===== config.mk =====
export PLATFORM = sky130hd
export DESIGN_NAME = traffic_sensor_conditioner
export DESIGN_NICKNAME = d
export VERILOG_FILES = /design/src/rtl/traffic_pkg.sv /design/src/rtl/sensor_channel.sv /design/src/rtl/traffic_sensor_conditioner.sv
export SDC_FILE = /design/constraint.sdc
export NUM_CORES = 1
export LEC_CHECK = 0
export CAP_MARGIN = 10
export CORE_ASPECT_RATIO = 1.4
export CORE_UTILIZATION = 60
export CTS_BUF_LIST = sky130_fd_sc_hd__clkbuf_8
export CTS_CLUSTER_SIZE = 20
export DETAILED_ROUTE_END_ITERATION = 10
export GPL_TIMING_DRIVEN = 0
export PLACE_DENSITY = 0.79
export RECOVER_POWER = 25
export SYNTH_ARGS = -nofsm -noshare
export SYNTH_HDL_FRONTEND = slang
export SYNTH_SLANG_ARGS = --single-unit

===== constraint.sdc =====
create_clock -name clock -period 3.1 [get_ports clock]
set_clock_uncertainty 0.05 [all_clocks]
set_input_delay 0.31 -clock clock [delete_from_list [all_inputs] [get_ports clock]]
set_output_delay 0.31 -clock clock [all_outputs]
set_load 0.03 [all_outputs]

===== src/rtl/traffic_pkg.sv =====
`default_nettype none
// ---------------------------------------------------------------------------
// traffic_pkg : shared types and constants for the intersection controller
// Revision    : 1.0
// ---------------------------------------------------------------------------
package traffic_pkg;

  typedef enum logic [1:0] {
    SENSE_IDLE    = 2'b00,
    SENSE_PRESENT = 2'b01,
    SENSE_EXTEND  = 2'b10,
    SENSE_FAULT   = 2'b11
  } sense_state_t;

  localparam logic [1:0] RED    = 2'b00;
  localparam logic [1:0] YELLOW = 2'b01;
  localparam logic [1:0] GREEN  = 2'b10;

  // Counter width able to hold 0..n-1, never narrower than one bit.
  function automatic int cnt_width(input int n);
    return (n > 1) ? $clog2(n) : 1;
  endfunction

endpackage : traffic_pkg
`default_nettype wire


===== src/rtl/sensor_channel.sv =====
`default_nettype none
// ---------------------------------------------------------------------------
// sensor_channel : sync + debounce + presence/extend/fault FSM, one detector
// Revision       : 1.0
// ---------------------------------------------------------------------------
module sensor_channel
  import traffic_pkg::*;
#(
  parameter int DEB_CYCLES  = 4,
  parameter int HOLD_CYCLES = 8,
  parameter int MAX_CYCLES  = 1024
) (
  input  logic clock,
  input  logic reset,
  input  logic det,
  output logic t,
  output logic fault
);

  localparam int DW = cnt_width(DEB_CYCLES);
  localparam int HW = cnt_width(HOLD_CYCLES);
  localparam int PW = cnt_width(MAX_CYCLES);

  localparam logic [DW-1:0] DEB_LAST  = DW'(DEB_CYCLES - 1);
  localparam logic [HW-1:0] HOLD_LAST = HW'(HOLD_CYCLES - 1);
  localparam logic [PW-1:0] PRES_LAST = PW'(MAX_CYCLES - 1);

  logic          sync1_q, sync1_d;
  logic          sync2_q, sync2_d;
  logic          filt_q, filt_d;
  logic [DW-1:0] deb_cnt_q, deb_cnt_d;
  logic [PW-1:0] pres_cnt_q, pres_cnt_d;
  logic [HW-1:0] hold_cnt_q, hold_cnt_d;
  sense_state_t  state_q, state_d;
  logic          t_q, t_d;
  logic          fault_q, fault_d;

  always_comb begin
    sync1_d   = det;
    sync2_d   = sync1_q;
    filt_d    = filt_q;
    deb_cnt_d = '0;
    if (sync2_q != filt_q) begin
      if (deb_cnt_q == DEB_LAST) begin
        filt_d    = sync2_q;
        deb_cnt_d = '0;
      end else begin
        deb_cnt_d = deb_cnt_q + DW'(1);
      end
    end
  end

  always_comb begin
    state_d    = state_q;
    pres_cnt_d = pres_cnt_q;
    hold_cnt_d = hold_cnt_q;
    case (state_q)
      SENSE_IDLE: begin
        pres_cnt_d = '0;
        hold_cnt_d = '0;
        if (filt_q) begin
          state_d = SENSE_PRESENT;
        end
      end
      SENSE_PRESENT: begin
        // Every PRESENT cycle counts towards the fault limit, including the last.
        if (pres_cnt_q != PRES_LAST) begin
          pres_cnt_d = pres_cnt_q + PW'(1);
        end
        if (!filt_q) begin
          state_d    = SENSE_EXTEND;
          hold_cnt_d = '0;
        end else if (pres_cnt_q == PRES_LAST) begin
          state_d = SENSE_FAULT;
        end
      end
      SENSE_EXTEND: begin
        if (filt_q) begin
          state_d = SENSE_PRESENT;
        end else if (hold_cnt_q == HOLD_LAST) begin
          state_d = SENSE_IDLE;
        end else begin
          hold_cnt_d = hold_cnt_q + HW'(1);
        end
      end
      SENSE_FAULT: begin
        if (!filt_q) begin
          state_d = SENSE_IDLE;
        end
      end
      default: begin
        state_d = SENSE_IDLE;
      end
    endcase

    // Outputs are registered from the next state so they track state_q exactly.
    t_d     = (state_d == SENSE_PRESENT) || (state_d == SENSE_EXTEND);
    fault_d = (state_d == SENSE_FAULT);
  end

  always_ff @(posedge clock or negedge reset) begin
    if (!reset) begin
      sync1_q    <= 1'b0;
      sync2_q    <= 1'b0;
      filt_q     <= 1'b0;
      deb_cnt_q  <= '0;
      pres_cnt_q <= '0;
      hold_cnt_q <= '0;
      state_q    <= SENSE_IDLE;
      t_q        <= 1'b0;
      fault_q    <= 1'b0;
    end else begin
      sync1_q    <= sync1_d;
      sync2_q    <= sync2_d;
      filt_q     <= filt_d;
      deb_cnt_q  <= deb_cnt_d;
      pres_cnt_q <= pres_cnt_d;
      hold_cnt_q <= hold_cnt_d;
      state_q    <= state_d;
      t_q        <= t_d;
      fault_q    <= fault_d;
    end
  end

  assign t     = t_q;
  assign fault = fault_q;

endmodule : sensor_channel
`default_nettype wire


===== src/rtl/traffic_sensor_conditioner.sv =====
`default_nettype none
// ---------------------------------------------------------------------------
// traffic_sensor_conditioner : two independent loop-detector conditioners
// Revision                   : 1.0
// ---------------------------------------------------------------------------
module traffic_sensor_conditioner #(
  parameter int DEB_CYCLES  = 4,
  parameter int HOLD_CYCLES = 8,
  parameter int MAX_CYCLES  = 1024
) (
  input  logic clock,
  input  logic reset,
  input  logic det_a,
  input  logic det_b,
  output logic t_a,
  output logic t_b,
  output logic fault_a,
  output logic fault_b
);

  sensor_channel #(
    .DEB_CYCLES (DEB_CYCLES),
    .HOLD_CYCLES(HOLD_CYCLES),
    .MAX_CYCLES (MAX_CYCLES)
  ) u_chan_a (
    .clock(clock),
    .reset(reset),
    .det  (det_a),
    .t    (t_a),
    .fault(fault_a)
  );

  sensor_channel #(
    .DEB_CYCLES (DEB_CYCLES),
    .HOLD_CYCLES(HOLD_CYCLES),
    .MAX_CYCLES (MAX_CYCLES)
  ) u_chan_b (
    .clock(clock),
    .reset(reset),
    .det  (det_b),
    .t    (t_b),
    .fault(fault_b)
  );

endmodule : traffic_sensor_conditioner
`default_nettype wire


### Word level (Yosys, flattened, before mapping)

Cells that the tools add are included.

* bits in latches: 0
* input bits: 4
* bits in registers: 44
* bits in writable memories: 0
* ROM bits: 0
* memories: 0
* output and inout port bits: 4
* logic and storage cells: 98

* muxes and demuxes: 30
* shifts and indexed selects: 0
* bitwise gates (word level): 0
* $add $sub $neg: 6
* div/mod/pow operators: 0
* $mul: 0
* equality and inequality tests: 30
* $lt $le $gt $ge: 0
* reductions and logical operators: 14

Operators by type and width (count)
* $pmux 10 s2: 2
* $mux 2: 16
* $add 10x1->10 const B: 2
* $eq 10x10->1 const B: 2
* $eq 2x2->1 const B: 10
* $mux 10: 2
* $ne 10x10->1 const B: 2
* $mux 3: 6
* $pmux 3 s3: 2
* $pmux 2 s4: 2
* $ne 2x2->1 const B: 6
* $eq 2x1->1 const B: 4
* $reduce_and 2->1: 4
* $reduce_and 4->1: 2
* $add 3x1->3 const B: 2
* $eq 3x3->1 const B: 2
* $reduce_bool 3->1: 2
* $add 2x1->2 const B: 2
* $logic_not 2->1: 2
* $ne 2x1->1 const B: 2
* $reduce_bool 2->1: 2
* $logic_or 1x1->1: 2
* $ne 1x1->1: 2

### Depth between registers and ports, before layout

* word-level depth: 6
* gate-level depth with buffers: 6
* gate-level depth less buffers: 6

### Modules after synthesis

A second synthesis with hierarchy kept.

* cells, all modules: 192
* area, all modules: 2067.0 um^2

By module, submodules not included
* sensor_channel: area an instance 1033.5 um^2, sequential area each 550.5 um^2, instances 2, cells an instance 96

### Worst setup path before layout

No wires, ideal clock.

* path kind: reg2reg
* start point: register u_chan_b.hold_cnt_q[0]
* end point: register u_chan_b.t_q, in the netlist u_chan_b.t
* required time: 2924 ps
* clock period less this slack: 1747 ps
* library setup time: 126 ps
* arrival time: 1571 ps
* cell stages (with the launch flop): 6
* path buffers: 0
* setup slack: 1353 ps
* cells stage by stage: dfrtp_1 > ha_1 > ha_1 > nor4b_1 > a31o_2 > ha_1

* cells in the longest elaborated chain, start to end: 6
* elaborated cells between the ends (all ways): 7
* those cells by class: 3 x eq/ne; 3 x mux; 1 x reduce/logical

Ends and longest elaborated chain
* start: declaration: RTL line sensor_channel.sv:33 `logic [HW-1:0] hold_cnt_q, hold_cnt_d;`
* start signal: assignment: RTL line sensor_channel.sv:118 `hold_cnt_q <= hold_cnt_d;`
* $eq 3x3->1 *: RTL line sensor_channel.sv:80 `end else if (hold_cnt_q == HOLD_LAST) begin`
* $mux 2 *: RTL line sensor_channel.sv:80
* $mux 2 *: RTL line sensor_channel.sv:78 `if (filt_q) begin`
* $pmux 2 s4 *: RTL line sensor_channel.sv:57 `case (state_q)`
* via u_chan_b.state_d[1]: RTL line sensor_channel.sv:34 `sense_state_t state_q, state_d;`
* $eq 2x1->1 or $eq 2x2->1 (tied branches): RTL line sensor_channel.sv:97 `t_d = (state_d == SENSE_PRESENT) || (state_d == SENSE_EXTEND);`
* $logic_or 1x1->1 *: RTL line sensor_channel.sv:97
* via u_chan_b.t_d: RTL line sensor_channel.sv:35 `logic t_q, t_d;`
* end signal: assignment: RTL line sensor_channel.sv:120 `t_q <= t_d;`
* end: declaration: RTL line sensor_channel.sv:35

Mark *: on every way through the listed nets, which the timed path passes. The rest lies on a longest branch.
A chain may end at the register's enable or synchronous reset.

### Worst setup path in the final report

Same ends and word-level chain as after synthesis.

==> Implementation_results.wiki <==
{| class="wikitable"
! Metric !! Value
|-
| Run status || completed
|-
| Total placed cells including tap cells || 236
|-
| Count of buffers inserted at the top-level ports || 7
|-
| Number of antenna cells inserted || 0
|-
| Share of synthesized registers carrying an async set or reset || 100%
|-
| Number of storage elements in the synthesis netlist || 44
|-
| Path type of the worst setup path || flip-flop to flip-flop
|-
| Die boundary height || 71.8 um
|-
| Deepest level of the CTS H-tree || 2
|-
| Total via count after detailed routing || 1,549
|-
| Number of slew-limit violations in the final report || 0
|-
| Worst vdd ir || 0.000488 V
|-
| Core Footprint || 3350 um^2
|-
| Slew margin rel. || 47.9%
|-
| Setup-failing EPs final || 0
|-
| Routability congestion estimate || 0.838
|-
| Overflow left after global routing || 0
|-
| Clock Path Buffers || 2
|-
| Cell family with most CP delay || adder cells
|-
| Number of distinct library cells after synthesis || 40
|-
| Fraction of the yosys area taken by sequential cells || 52.8%
|-
| Setup slack of the most critical reg-to-reg path || 1140 ps
|-
| Cell with the most instances on the worst path || sky130_fd_sc_hd__ha_1
|-
| Area share of the largest cell type after synthesis || 52.8%
|-
| DRC violation count after routing || 0
|-
| Largest fanout on the critical path || 4
|-
| Launch instance of the worst register-to-register path || u_chan_b.hold_cnt_q[0]$_DFFE_PN0P_
|-
| Power density over cell area || 772 nW/um^2
|-
| Initial cell density of the core || 62.4%
|-
| Tcrit/Tclk final || 63.2%
|-
| Min Clock Period, post-route || 1960 ps
|-
| Max-cap violation count || 0
|-
| Final Hold Violating Endpoints || 0
|-
| First-pass iteration count of the detailed router || 5
|-
| Worst r2r dst || u_chan_b.t$_DFF_PN0_
|-
| Proportion of layout cells with a drive suffix above 1 || 10.2%
|-
| Bufs and invs on worst path || 0
|-
| Final TNS setup || 0 ps
|-
| Crit path max-delay cell type || sky130_fd_sc_hd__nor4b_1
|-
| Commonest cells post-synth || sky130_fd_sc_hd__dfrtp_1 (44), sky130_fd_sc_hd__nand2_1 (15), sky130_fd_sc_hd__nor2_1 (11), sky130_fd_sc_hd__ha_1 (10)
|-
| Total length of routed wires || 3860 um
|-
| Top FF cell, synth || sky130_fd_sc_hd__dfrtp_1
|-
| Gate Count Post-Synth || 188
|-
| Met2 layer wire length in the routed design || 2170 um
|-
| Worst Hold Path Cells || 0
|-
| Actual transition at the worst max-transition pin || 782 ps
|-
| Total number of clock tree sinks || 44
|-
| Clock Pin Slew Worst Setup and Hold Paths || 80 ps
|-
| DRT antenna net count || 0
|-
| Maximum clock frequency || 510 MHz
|-
| Number of nets in the synthesized netlist || 202
|-
| Wire length on met3 || 105 um
|-
| Worst reg-to-reg path cell count || 5
|-
| Largest net degree at the start of global routing || 33
|-
| Critical path startpoint category || flip-flop
|-
| Top routing layer in use || met4
|-
| Number of flops mapped to enable cells by yosys || 0
|-
| Largest stage delay, worst path || 570 ps
|-
| Number of standard-cell rows in the floorplan || 25
|-
| Type of the most critical hold path || flip-flop to flip-flop
|-
| GRT Resource Usage Total || 23.3%
|-
| Worst Setup End Kind || flip-flop
|-
| Cell with the most instances after synthesis || sky130_fd_sc_hd__dfrtp_1
|-
| Clk_lat worst skew || 290 ps
|-
| Via count of the first global-routing pass || 1,524
|-
| CP Cell Sequence || ha_1 > ha_1 > nor4b_1 > a31o_2 > ha_1
|-
| Number of DRC markers after the initial detailed-route iteration || 41
|-
| Mean post-synth cell area || 11.1 um^2
|-
| Data required, critical path || 3230 ps
|-
| Static Leakage || 1.05 nW
|-
| Total of warnings raised by yosys || 0
|-
| DPL Wire Length || 2790 um
|-
| Final non-filler cell total || 245
|-
| Vias per std cell || 6.32
|-
| Library cell with the largest summed area after synthesis || sky130_fd_sc_hd__dfrtp_1
|-
| Worst Hold Launch || u_chan_a.sync1_q$_DFF_PN0_
|-
| Data arrival time of the worst path || 2090 ps
|-
| Die X || 51.8 um
|-
| Library cell used as clock root buffer || sky130_fd_sc_hd__clkbuf_8
|-
| Post-synthesis instance area || 2090 um^2
|-
| TritonCTS clock tree || yes
|-
| First-pass GRT wire length || 6420 um
|-
| Number of buffers created by CTS || 5
|-
| Synth-to-Final Area Change || 12.1%
|-
| Final net count || 218
|-
| Most area-consuming cells after synthesis || sky130_fd_sc_hd__dfrtp_1 (53%), sky130_fd_sc_hd__ha_1 (6.0%), sky130_fd_sc_hd__mux2_2 (2.7%)
|-
| I/O Pins || 8
|-
| Setup repair after global routing missed its margin || false
|-
| Endpoint of the worst hold-timing path || u_chan_a.sync2_q$_DFF_PN0_
|-
| Total Die Area || 3720 um^2
|-
| Post-cts repair resize count || 0
|-
| Routed wirelength normalized by instance count || 15.8 um
|-
| Design Power || 0.00180 W
|-
| Sum of routed wire segments on met1 || 1550 um
|-
| Antenna violations before repair || 0
|}
==> power breakdown <==
group / internal [W] / switching [W]
clock: 0.000236 / 0.000191
sequential: 0.000702 / 0.0000934
combinational: 0.000257 / 0.000325
total: 0.00119 / 0.000610
==> area by class of cell <==
cell class / count / area, um^2
buffer: 10 / 38.8
sequential: 44 / 1100
timing repair buffer: 9 / 93.8
inverter: 1 / 3.75
multi-input combinational: 133 / 943
fill: 250 / 1010
clock inverter: 3 / 38.8
clock buffer: 5 / 68.8
tap: 40 / 50.0
==> repair_timing <==
item	CTS	global route
hold endpoints to repair	12	0
hold buffers	1	0
setup buffers	0	0
==> layer usage <==
metal | vias to the layer above | track usage, %
met5 | - | 0
met4 | 0 | 8.11
met3 | 5 | 5.73
met2 | 29 | 42.3
met1 | 780 | 25.6
li1 | 735 | -
==> flip-flops by register name (all words and copies together), names as in the netlist <==
signal / flops
u_chan_a.deb_cnt_q: 2
u_chan_a.fault: 1
u_chan_a.filt_q: 1
u_chan_a.hold_cnt_q: 3
u_chan_a.pres_cnt_q: 10
u_chan_a.state_q: 2
u_chan_a.sync1_q: 1
u_chan_a.sync2_q: 1
u_chan_a.t: 1
u_chan_b.deb_cnt_q: 2
u_chan_b.fault: 1
u_chan_b.filt_q: 1
u_chan_b.hold_cnt_q: 3
u_chan_b.pres_cnt_q: 10
u_chan_b.state_q: 2
u_chan_b.sync1_q: 1
u_chan_b.sync2_q: 1
u_chan_b.t: 1
==> worst register-to-register path, cell delays in order (launching register included) <==
cell and delay [ps]:
sky130_fd_sc_hd__dfrtp_1 390, sky130_fd_sc_hd__ha_1 200, sky130_fd_sc_hd__ha_1 190, sky130_fd_sc_hd__nor4b_1 570, sky130_fd_sc_hd__a31o_2 210, sky130_fd_sc_hd__ha_1 230
==> cell families (layout without fill, tap and decap cells) <==
logic type	count (synthesis)	count (layout)	share of synthesized area, %
simple gates	74	74	21.2
flops	44	44	52.8
compound gates	38	38	12.6
buf+inv	11	28	2.04
fa+ha+maj	10	10	6.00
mux	7	7	3.66
xor+xnor	4	4	1.68
==> stage by stage <==
step	setup WS [ps]	instance area, um^2	hold WS (ps)	util [%]
floorplan	1350	2090	-35.6	-
global placement	616	2210	288	65.9
detailed placement	1150	2220	173	66.4
CTS	1120	2340	320	69.9
global route	997	2340	331	69.9
finish	1140	2340	316	69.9
==> placed cells by master (no fill, tap or decap), drive strengths merged, types with 3 or more instances in the layout <==
cell type       n
dfrtp          44
nand2          15
clkbuf         15
nor2           11
ha             10
o21ai           9
nor3            7
nand3           7
a21oi           5
a22o            5
mux2            5
nand4           5
or3             5
nor2b           4
and4b           4
clkdlybuf4s50   4
and3            3
o211ai          3
o22ai           3
a31oi           3
nor3b           3
a221o           3
dlygate4sd3     3
==> worst max path at each step <==
stage,endpoint,depth (start not counted),from
after floorplan,u_chan_b.t$_DFF_PN0_,5,u_chan_b.hold_cnt_q[0]$_DFFE_PN0P_
after global placement,u_chan_a.sync1_q$_DFF_PN0_,1,reset
after detailed placement,u_chan_b.t$_DFF_PN0_,5,u_chan_b.hold_cnt_q[0]$_DFFE_PN0P_
after CTS,u_chan_b.t$_DFF_PN0_,5,u_chan_b.hold_cnt_q[0]$_DFFE_PN0P_
after global routing,u_chan_b.t$_DFF_PN0_,5,u_chan_b.hold_cnt_q[0]$_DFFE_PN0P_
final,u_chan_b.t$_DFF_PN0_,5,u_chan_b.hold_cnt_q[0]$_DFFE_PN0P_
Note: power is estimated with default switching activity, not from simulation.
